File: config.mk
export PLATFORM = sky130hd
export DESIGN_NAME = crc_frame_tx
export DESIGN_NICKNAME = d
export VERILOG_FILES = /design/src/rtl/crc_pkg.sv /design/src/rtl/crc_frame_tx.sv
export SDC_FILE = /design/constraint.sdc
export NUM_CORES = 1
export LEC_CHECK = 0
export CAP_MARGIN = 20
export CELL_PAD_IN_SITES_DETAIL_PLACEMENT = 0
export CELL_PAD_IN_SITES_GLOBAL_PLACEMENT = 1
export CORE_ASPECT_RATIO = 1.25
export CORE_MARGIN = 3
export CORE_UTILIZATION = 39
export CTS_CLUSTER_SIZE = 28
export DETAILED_ROUTE_END_ITERATION = 7
export GPL_TIMING_DRIVEN = 1
export PLACE_DENSITY_LB_ADDON = 0.1
export SETUP_SLACK_MARGIN = 0.02
export SLEW_MARGIN = 10
export SYNTH_ARGS = -nofsm -noshare
export SYNTH_HDL_FRONTEND = slang
export SYNTH_SLANG_ARGS = --single-unit
File: constraint.sdc
create_clock -name clk -period 2.45 [get_ports clk]
set_input_delay 0.49 -clock clk [delete_from_list [all_inputs] [get_ports clk]]
set_output_delay 0.49 -clock clk [all_outputs]
set_load 0.005 [all_outputs]
File: src/rtl/crc_pkg.sv
// Shared definitions for the serial CCITT CRC frame path.
//   state_t  : frame serializer FSM states
//   CRC_W    : CRC width (16)
//   BYTE_W   : frame byte width (8)
//   CRC_SEED : value the CRC unit loads on init
package crc_pkg;

  localparam int CRC_W  = 16;
  localparam int BYTE_W = 8;

  localparam logic [CRC_W-1:0] CRC_SEED = 16'hFFFF;

  typedef enum logic [2:0] {
    IDLE,
    INIT,
    DATA,
    CAPT,
    CRC
  } state_t;

endpackage

File: src/rtl/crc_frame_tx.sv
// Byte-to-bit frame serializer feeding a serial CCITT CRC unit.
// Bytes arrive framed (sop/eop) and leave MSB-first on tx_bit. The CRC unit
// is driven in lock-step with the data bits, and its result is appended as a
// 16-bit trailer, MSB-first, with tx_last on the final trailer bit.
//
// Ports:
//   clk, reset              clock, asynchronous active-high reset
//   in_data/sop/eop/valid   byte input, in_ready accepts it
//   tx_bit/valid/last       serial output, tx_ready consumes a bit
//   crc_en/init/bit         drive the CRC unit's enable/init/data_in
//   crc_value               CRC unit's current result
//
// Handshakes: a transfer happens on a cycle where valid and ready are both
// high. A producer holds its payload and valid until that cycle; ready may
// depend on valid (in_ready in IDLE does), valid never depends on ready.
module crc_frame_tx
  import crc_pkg::*;
#(
  parameter logic CRC_INVERT = 1'b0
) (
  input  logic              clk,
  input  logic              reset,
  input  logic [BYTE_W-1:0] in_data,
  input  logic              in_sop,
  input  logic              in_eop,
  input  logic              in_valid,
  output logic              in_ready,
  output logic              tx_bit,
  output logic              tx_valid,
  output logic              tx_last,
  input  logic              tx_ready,
  output logic              crc_en,
  output logic              crc_init,
  output logic              crc_bit,
  input  logic [CRC_W-1:0]  crc_value
);

  state_t            state;
  state_t            state_nxt;
  logic [BYTE_W-1:0] sr;
  logic [3:0]        cnt;
  logic              eop_flag;
  logic [CRC_W-1:0]  csr;
  logic [3:0]        idx;

  // Datapath strobes produced alongside the FSM outputs.
  logic load;   // byte accepted into sr in DATA
  logic shift;  // a tx bit was consumed this cycle

  always_comb begin
    state_nxt = state;
    in_ready  = 1'b0;
    tx_bit    = 1'b0;
    tx_valid  = 1'b0;
    tx_last   = 1'b0;
    crc_en    = 1'b0;
    crc_init  = 1'b0;
    crc_bit   = 1'b0;
    load      = 1'b0;
    shift     = 1'b0;

    case (state)
      IDLE: begin
        if (in_valid) begin
          if (in_sop) begin
            // Leave the sop byte pending; DATA accepts it after INIT.
            state_nxt = INIT;
          end else begin
            // Stray byte outside a frame: swallow it to resynchronise.
            in_ready = 1'b1;
          end
        end
      end

      INIT: begin
        crc_en    = 1'b1;
        crc_init  = 1'b1;
        state_nxt = DATA;
      end

      DATA: begin
        if (cnt == 4'd0) begin
          in_ready = 1'b1;
          load     = in_valid;
        end else begin
          tx_valid = 1'b1;
          tx_bit   = sr[7];
          if (tx_ready) begin
            // One CRC enable per consumed bit; stalls issue none.
            shift   = 1'b1;
            crc_en  = 1'b1;
            crc_bit = sr[7];
            if (cnt == 4'd1 && eop_flag) begin
              state_nxt = CAPT;
            end
          end
        end
      end

      // Gap cycle so the CRC unit's update from the last data bit is
      // visible on crc_value before it is latched.
      CAPT: begin
        state_nxt = CRC;
      end

      CRC: begin
        tx_valid = 1'b1;
        tx_bit   = csr[15];
        tx_last  = (idx == 4'd0);
        shift    = tx_ready;
        if (tx_ready && idx == 4'd0) begin
          state_nxt = IDLE;
        end
      end

      default: begin
        state_nxt = IDLE;
      end
    endcase
  end

  always_ff @(posedge clk or posedge reset) begin
    if (reset) begin
      state    <= IDLE;
      sr       <= '0;
      cnt      <= '0;
      eop_flag <= 1'b0;
      csr      <= '0;
      idx      <= '0;
    end else begin
      state <= state_nxt;
      case (state)
        DATA: begin
          if (load) begin
            sr       <= in_data;
            cnt      <= 4'd8;
            eop_flag <= in_eop;
          end else if (shift) begin
            sr  <= {sr[6:0], 1'b0};
            cnt <= cnt - 4'd1;
          end
        end
        CAPT: begin
          csr <= CRC_INVERT ? ~crc_value : crc_value;
          idx <= 4'd15;
        end
        CRC: begin
          if (shift) begin
            csr <= {csr[14:0], 1'b0};
            idx <= idx - 4'd1;
          end
        end
        default: begin
        end
      endcase
    end
  end

endmodule

# Word level (Yosys, flattened, before mapping)

Index checks and enable logic that the tools add are counted.

Mux-type cells: 34
Reductions and logical operators: 11
Add/sub/neg operators: 2
Equal/unequal tests: 12

Operator list:

| operator                                          | number |
|---|---|
| case mux 16 bit (2 select lines)                  | 1 |
| 2-to-1 mux 3 bit                                  | 6 |
| 2-to-1 mux 16 bit                                 | 1 |
| 2-to-1 mux 8 bit                                  | 2 |
| case mux 3 bit (5 select lines)                   | 1 |
| 2-to-1 mux 1 bit                                  | 14 |
| inequality test 2 bit (second input constant)     | 7 |
| 2-to-1 mux 4 bit                                  | 3 |
| case mux 1 bit (2 select lines)                   | 5 |
| logical NOT 4 bit                                 | 2 |
| case mux 4 bit (2 select lines)                   | 1 |
| subtractor 4 x 1 -> 4 bit (second input constant) | 2 |
| == test 3 x 2 -> 1 bit (second input constant)    | 2 |
| AND reduction 2 bit                               | 3 |
| AND reduction 6 bit                               | 1 |
| == test 4 x 1 -> 1 bit (second input constant)    | 1 |
| nonzero test 2 bit                                | 2 |
| == test 3 x 1 -> 1 bit (second input constant)    | 1 |
| == test 3 bit (second input constant)             | 1 |
| logical NOT 3 bit                                 | 1 |
| logical AND 1 bit                                 | 2 |

Output and inout bits: 7
Register bits after elaboration: 36

# Depth between registers and ports, before layout

Gate-level depths: netlist (run 1).

Depth in word-level cells: 6
Gate-level depth with buffers: 6
Depth with buffers taken out: 5

# Least setup slack after synthesis (run 1)

OpenSTA, ideal clock, no wires.

Path kind: register to output
Start point: register cnt[0]
End point: output port in_ready
Path buffers: 1
Path slack: 303 ps
Stages on the path, launching flop included: 7
Arrival: 1657 ps
Path through: dfrtp_1 inv_1 ha_1 nor3b_1 clkbuf_1 a21oi_1 nor3_1

Cells in the longest elaborated chain, start to end: 3

Ends and longest elaborated chain:

| element                         | RTL line            | RTL |
|---|---|---|
| from (decl)                     | crc_frame_tx.sv:41  | `logic [3:0] cnt;` |
| from (signal assigned)          | crc_frame_tx.sv:140 | `cnt <= cnt - 4'd1;` |
| logical NOT 4 bit               | crc_frame_tx.sv:82  | `if (cnt == 4'd0) begin` |
| 2-to-1 mux 1 bit                | crc_frame_tx.sv:82  |  |
| case mux 1 bit (2 select lines) | crc_frame_tx.sv:62  | `case (state)` |
| to (decl)                       | crc_frame_tx.sv:27  | `output logic in_ready,` |

Every way passes these cells.

# Worst setup path after layout (run 1)

Start point: register cnt[1]
End point: output port tx_bit

Cells in the longest elaborated chain, start to end: 3

Ends and longest elaborated chain:

| element                         | RTL line           | RTL |
|---|---|---|
| logical NOT 4 bit               | crc_frame_tx.sv:82 |  |
| 2-to-1 mux 1 bit                | crc_frame_tx.sv:82 |  |
| case mux 1 bit (2 select lines) | crc_frame_tx.sv:62 |  |
| to (decl)                       | crc_frame_tx.sv:28 | `output logic tx_bit,` |

Every way passes these cells.

==> impl_metrics.tcl, run 1 <==
set metrics [dict create \
    final-max-slew-violation-count 0 \
    critical_path.max_stage_delay_ns 0.40 \
    ctsLongestPathBuffers 2 \
    yosysWarningCount 0 \
    sequential_area_share_after_synthesis 0.4439 \
    grt_usage 0.1634 \
    per_cell_via_count_in_the_routed_design 5.303 \
    synthSimpleGateAreaFrac 0.1400 \
    max-cap-violations 0 \
    ys_ff_latch 36 \
    power.density_cell_area_nw_per_um2 1015 \
    clock_sinks 36 \
    grt_first_pass_wirelength_um 7838 \
    route.detailed.wl_per_inst_um 16.08 \
    grt_start_max_net_pins 37 \
    yosysMostFrequentCell "sky130_fd_sc_hd__dfrtp_1" \
    setup_repair_after_global_routing_missed_its_margin "no" \
    number_of_synthesized_flops_with_an_enable_pin 0 \
    post_synth_mux_area_share 0.2195 \
    drt_wl_total_um 4567 \
    sum_of_negative_setup_slack_ns 0 \
    cts-htree-levels 2 \
    place_congestion 0.7779 \
    floorplan.die.height_um 86.65 \
    synth_top_family_by_area "multiplexers" \
    period_needed_ns 2.361 \
    clkSlewWorstSetupHoldPaths_ns 0.08 \
    timing_worst_slew_pin_value_ns 0.8105 \
    drive_above_1_share 0.3259 \
    min_period_over_period 0.9635 \
    timing.critical_path.cells "inv_2 -> ha_2 -> or3b_4 -> a32o_1 -> dlygate4sd2_1" \
    std_cell_rows 28 \
    tritoncts.num_buffers 5 \
    vdd_drop_max_v 0.0003954 \
    cts_root_buf "sky130_fd_sc_hd__clkbuf_8" \
    core_area_um2 4870 \
    syn_to_final_growth_pct 33.42 \
    drt_first_pass_iters 4 \
    first_global_vias 1598 \
    synth_adder_area_share 0.03083 \
    instances_no_fill 284 \
    dr.first_iter.drc_count 64 \
    hold_buffers 0 \
    report.final.hold_viol_count 0 \
    timing.setup.critical_path_class "flip-flop to output port" \
    yosys-top-cells-area "sky130_fd_sc_hd__dfrtp_1, sky130_fd_sc_hd__mux2_4, sky130_fd_sc_hd__mux2_2, sky130_fd_sc_hd__a221o_1, sky130_fd_sc_hd__ha_1" \
    initial_core_util 0.4168 \
    ys_async_sr_fraction 1.000 \
    yosys.area.top_type_share 0.4439 \
    finalSetupViolations 0 \
    required_arrival_time_at_the_worst_endpoint_ns 1.96 \
    power_leakage_uw 0.001255 \
    worst_skew_pair.late_latency_ns 0.29 \
    antennaDiodeCount 0 \
    initial_antenna_violation_count 0 \
    worst-path-buf-inv 2 \
    dpl.hpwl_um 3293 \
    synth_compound_gate_area_share 0.1215 \
    ys.flop_type "sky130_fd_sc_hd__dfrtp_1" \
    syn_area_per_cell_um2 12.01 \
    crit_path_max_fanout 3 \
    postSynthCellCount 169 \
    post_synth_num_cell_types 40 \
    place.port_buffers 36 \
    synth_nets 204 \
    layout.nets 258 \
    startpoint_type "flip-flop" \
    critical_path.endpoint_type "output port" \
    die_w_um 70.52 \
    crit_arrival_ns 1.87 \
    fin_worst_skew_ns 0.007162 \
    synth.cells.most_frequent "sky130_fd_sc_hd__dfrtp_1, sky130_fd_sc_hd__mux2_2, sky130_fd_sc_hd__mux2_4" \
    max_slew_margin 0.4442 \
    class_of_the_tightest_hold_or_removal_check "flip-flop to flip-flop" \
    boundaryPins 37 \
    drc 0 \
    fill_cells 422 \
    die_area_um2 6111 \
    finalCoreUtilization 0.5560 \
    critical_path.slowest_cell "sky130_fd_sc_hd__dfrtp_1" \
    synthXorXnorAreaFrac 0 \
    cts_tree "built" \
    post_synth_instance_area_um2 2029 \
    grt_overflow 0 \
    yosys.area.top_type "sky130_fd_sc_hd__dfrtp_1" \
    result_of_the_run "finished clean" \
    placed_insts 271 \
    path_delay_family "flip-flops" \
    detailroute.via_count 1506 \
    max_clock_freq_mhz 423.6 \
    ant_nets 0 \
]
## stage by stage
step | area, um2 | total power (uW) | setup slack [ns] | hold WS (ns)
floorplan | 2029 | 1781 | 0.3026 | 0.4541
global placement | 2530 | 2117 | -0.008596 | 0.4675
detailed placement | 2530 | 2168 | -0.03032 | 0.4846
CTS | 2669 | 2748 | 0.02996 | 0.5019
global route | 2708 | 2938 | 0.01753 | 0.5279
finish | 2708 | 2749 | 0.08942 | 0.4956
## layout make-up
class / instances / area (um2) / share of cell area
multi-input cells: 116 / 1062 / 0.3923
flip-flops and latches: 36 / 904.6 / 0.3341
repair buffers: 56 / 524.3 / 0.1936
well taps: 60 / 75.07 / 0.02773
clock buffers: 5 / 68.82 / 0.02542
clock inverters: 3 / 42.54 / 0.01571
inverters: 8 / 30.03 / 0.01109
## state kept, by name, indices dropped and copies added (netlist names)
register and cells:
csr 16, sr 8, cnt 4, idx 4, state 3, eop_flag 1
## routing by layer
metal  track usage  vias to the layer above  share of wire
met1        0.1974                      728           0.42
met2        0.2853                       35           0.53
met4       0.05052                        0         0.0083
li1              -                      739              -
met3       0.04060                        4          0.041
met5             0                        -              0
## cell families (layout without fill, tap and decap cells)
logic type | after synthesis | in the layout
simple gates | 44 | 44
buf+inv | 17 | 72
flops | 36 | 36
fa+ha+maj | 5 | 5
compound gates | 32 | 32
mux | 35 | 35
## layout by cell type (no fill, tap or decap), drive strengths merged, types with 4 or more instances in the layout
cell           netlist  layout
dfrtp               36      36
mux2                34      34
clkdlybuf4s50        0      31
buf                  3      20
and3                 9       9
nand2                8       8
o21ai                8       8
inv                  8       8
a221o                7       7
a21oi                5       5
clkbuf               6       5
ha                   5       5
nor2                 4       4
nor3b                4       4
## repair_timing
item / in CTS / in global routing
endpoints found under the setup margin: 7 / 5
pin swaps: 0 / 1
buffers inserted: 1 / 4
resized for setup: 12 / 5
## report_power, final
group | switching (uW) | internal [uW]
Combinational | 460 | 706
Clock | 227 | 301
Sequential | 211 | 844
Total | 897 | 1850
## path summary, 6_finish.rpt
path                                    start              endpoint  slack, ns  cells after the start
max                        cnt[1]$_DFFE_PP0P_                tx_bit       0.09                      5
min                        csr[2]$_DFFE_PP0P_    csr[2]$_DFFE_PP0P_       0.50                      1
max reg2reg                cnt[1]$_DFFE_PP0P_     sr[6]$_DFFE_PP0P_       0.18                      7
min reg2reg                csr[2]$_DFFE_PP0P_    csr[2]$_DFFE_PP0P_       0.50                      1
max in group asynchronous               reset  state[2]$_DFFE_PP0P_       1.49                      3
min in group asynchronous               reset     sr[4]$_DFFE_PP0P_       0.60                      3
(Power assumes the default switching activity.)
==> inputs of run 2 (changes only) <==
CORE_UTILIZATION = 41   (was 39)
TNS_END_PERCENT = 30   (was not set)
==> impl_metrics.tcl, run 2 (synthesized netlist as in run 1, its figures left out) <==
set metrics [dict create \
    result_of_the_run "finished clean" \
    largest-register "csr" \
    detailroute.via_count 1528 \
    total_power_uw 2724 \
    antennaDiodeCount 0 \
    route.detailed.wl_per_inst_um 15.75 \
    die_w_um 68.93 \
    min_period_over_period 0.9572 \
    power_leakage_uw 0.001236 \
    floorplan.die.height_um 84.66 \
    timing.setup.critical_path_class "flip-flop to output port" \
    final-max-slew-violation-count 0 \
    reg2regPathDepth 6 \
    dr.first_iter.drc_count 63 \
    initial_antenna_violation_count 0 \
    report.final.hold_viol_count 0 \
    ctsLongestPathBuffers 2 \
    cts-htree-levels 2 \
    groute.layer.met1.usage 0.2089 \
    crit_path_max_fanout 16 \
    cts_tree "built" \
    vdd_drop_max_v 0.0004231 \
    syn_to_final_growth_pct 32.68 \
    boundaryPins 37 \
    startpoint_type "flip-flop" \
    endpoint "tx_valid" \
    clock_sinks 36 \
    critical_path.endpoint_type "output port" \
    fin_worst_skew_ns 0.003940 \
    cts_root_buf "sky130_fd_sc_hd__clkbuf_8" \
    reg2reg_from "cnt[1]$_DFFE_PP0P_" \
    drt_wl_total_um 4409 \
    ff2ff_setup_slack_ns 0.40 \
    commonest_non_fill_non_tap_cell_in_the_layout "sky130_fd_sc_hd__dfrtp_1" \
    worst_skew_pair.late_latency_ns 0.29 \
    die_area_um2 5835 \
    tritoncts.num_buffers 5 \
    power.density_cell_area_nw_per_um2 1012 \
    required_arrival_time_at_the_worst_endpoint_ns 1.96 \
    class_of_the_tightest_hold_or_removal_check "flip-flop to flip-flop" \
    groute.layer.met3.usage 0.03882 \
    setup_repair_after_global_routing_missed_its_margin "yes" \
    first_global_vias 1676 \
    max_slew_margin 0.4784 \
    timing_worst_slew_pin_value_ns 0.7606 \
    global_route.peak_usage_layer "met2" \
    grt_first_pass_wirelength_um 7845 \
    commonest_cells_after_routing_fill_and_taps_aside "sky130_fd_sc_hd__dfrtp_1, sky130_fd_sc_hd__clkdlybuf4s50_1, sky130_fd_sc_hd__mux2_2" \
    place_congestion 0.8111 \
    largest_reg_flops 16 \
    dpl.hpwl_um 3156 \
    period_needed_ns 2.345 \
    r2r-end "cnt[0]$_DFFE_PP0P_" \
    place.port_buffers 36 \
    ant_nets 0 \
    finalSetupViolations 0 \
    layout_top_registers "csr: 16 flops, sr: 8 flops" \
    per_cell_via_count_in_the_routed_design 5.457 \
    grt_usage 0.1775 \
    std_cell_rows 28 \
    grt_overflow 0 \
    met2_usage 0.3064 \
    max-cap-violations 0 \
    layout.nets 254 \
    drt_first_pass_iters 4 \
    initial_core_util 0.4259 \
    clkSlewWorstSetupHoldPaths_ns 0.07 \
    drc 0 \
    max_clock_freq_mhz 426.4 \
    startpoint "cnt[1]$_DFFE_PP0P_" \
    grt_start_max_net_pins 37 \
    core_area_um2 4765 \
    crit_arrival_ns 1.86 \
    drive_above_1_share 0.3136 \
    sum_of_negative_setup_slack_ns 0 \
]
[run 2: changes by cell type in the layout (fill, tap and decap cells not counted), sizes merged]
cell,delta
buf,-4
clkbuf,+1
clkdlybuf4s50,+1
clkinvlp,-1
dlygate4sd2,-1
[run 2: per-stage QoR]
stage                     instances  worst slack, ns  utilization  hold WS [ns]  instance area (um2)
final                           280           0.1049       0.5651        0.4867                 2693
after detailed placement        271         -0.03682       0.5310        0.4756                 2530
after CTS                       280         0.009189       0.5615        0.4925                 2675
after floorplan                 169           0.3026            -        0.4541                 2029
after global placement          271        -0.004597       0.5310        0.4693                 2530
after global routing            280        -0.009546       0.5651        0.5266                 2693
[run 2: where the power goes]
| part | total [uW] | internal [uW] | switching [uW] |
|---|---|---|---|
| sequential | 1050 | 845 | 206 |
| combinational | 1160 | 697 | 465 |
| clock | 512 | 302 | 210 |
| total | 2720 | 1840 | 881 |
[run 2: metal layers]
| layer | vias to the layer above | part of all wire |
|---|---|---|
| li1 | 733 | - |
| met1 | 761 | 0.41 |
| met2 | 27 | 0.53 |
| met3 | 7 | 0.042 |
| met4 | 0 | 0.017 |
| met5 | - | 0 |
[run 2: critical path: stages (launching register included)]
cell                              delay, ns
sky130_fd_sc_hd__dfrtp_1               0.39
sky130_fd_sc_hd__inv_2                 0.10
sky130_fd_sc_hd__ha_4                  0.15
sky130_fd_sc_hd__nor3b_4               0.21
sky130_fd_sc_hd__buf_6                 0.20
sky130_fd_sc_hd__o21ai_1               0.09
sky130_fd_sc_hd__clkdlybuf4s50_1       0.44
[run 2: layout make-up]
class / instances / area, um2
repair buffers: 52 / 499.2
inverters: 8 / 30.03
clock buffers: 6 / 72.57
multi-input cells: 116 / 1076
fillers: 436 / 2072
flip-flops and latches: 36 / 904.6
well taps: 60 / 75.07
clock inverters: 2 / 35.03
[run 2: worst min path at each step]
stage                              end          startpoint  cells after the start
floorplan           csr[2]$_DFFE_PP0P_  csr[2]$_DFFE_PP0P_                      1
global placement    csr[2]$_DFFE_PP0P_  csr[2]$_DFFE_PP0P_                      1
detailed placement  csr[2]$_DFFE_PP0P_  csr[2]$_DFFE_PP0P_                      1
CTS                 csr[2]$_DFFE_PP0P_  csr[2]$_DFFE_PP0P_                      1
finish              csr[2]$_DFFE_PP0P_  csr[2]$_DFFE_PP0P_                      1
global route        csr[2]$_DFFE_PP0P_  csr[2]$_DFFE_PP0P_                      1
[run 2: timing repair]
item,in CTS,in global routing
hold buffers,0,0
setup endpoints to repair,6,6
resized for setup,12,7
setup buffers,1,0
pin swaps,0,2
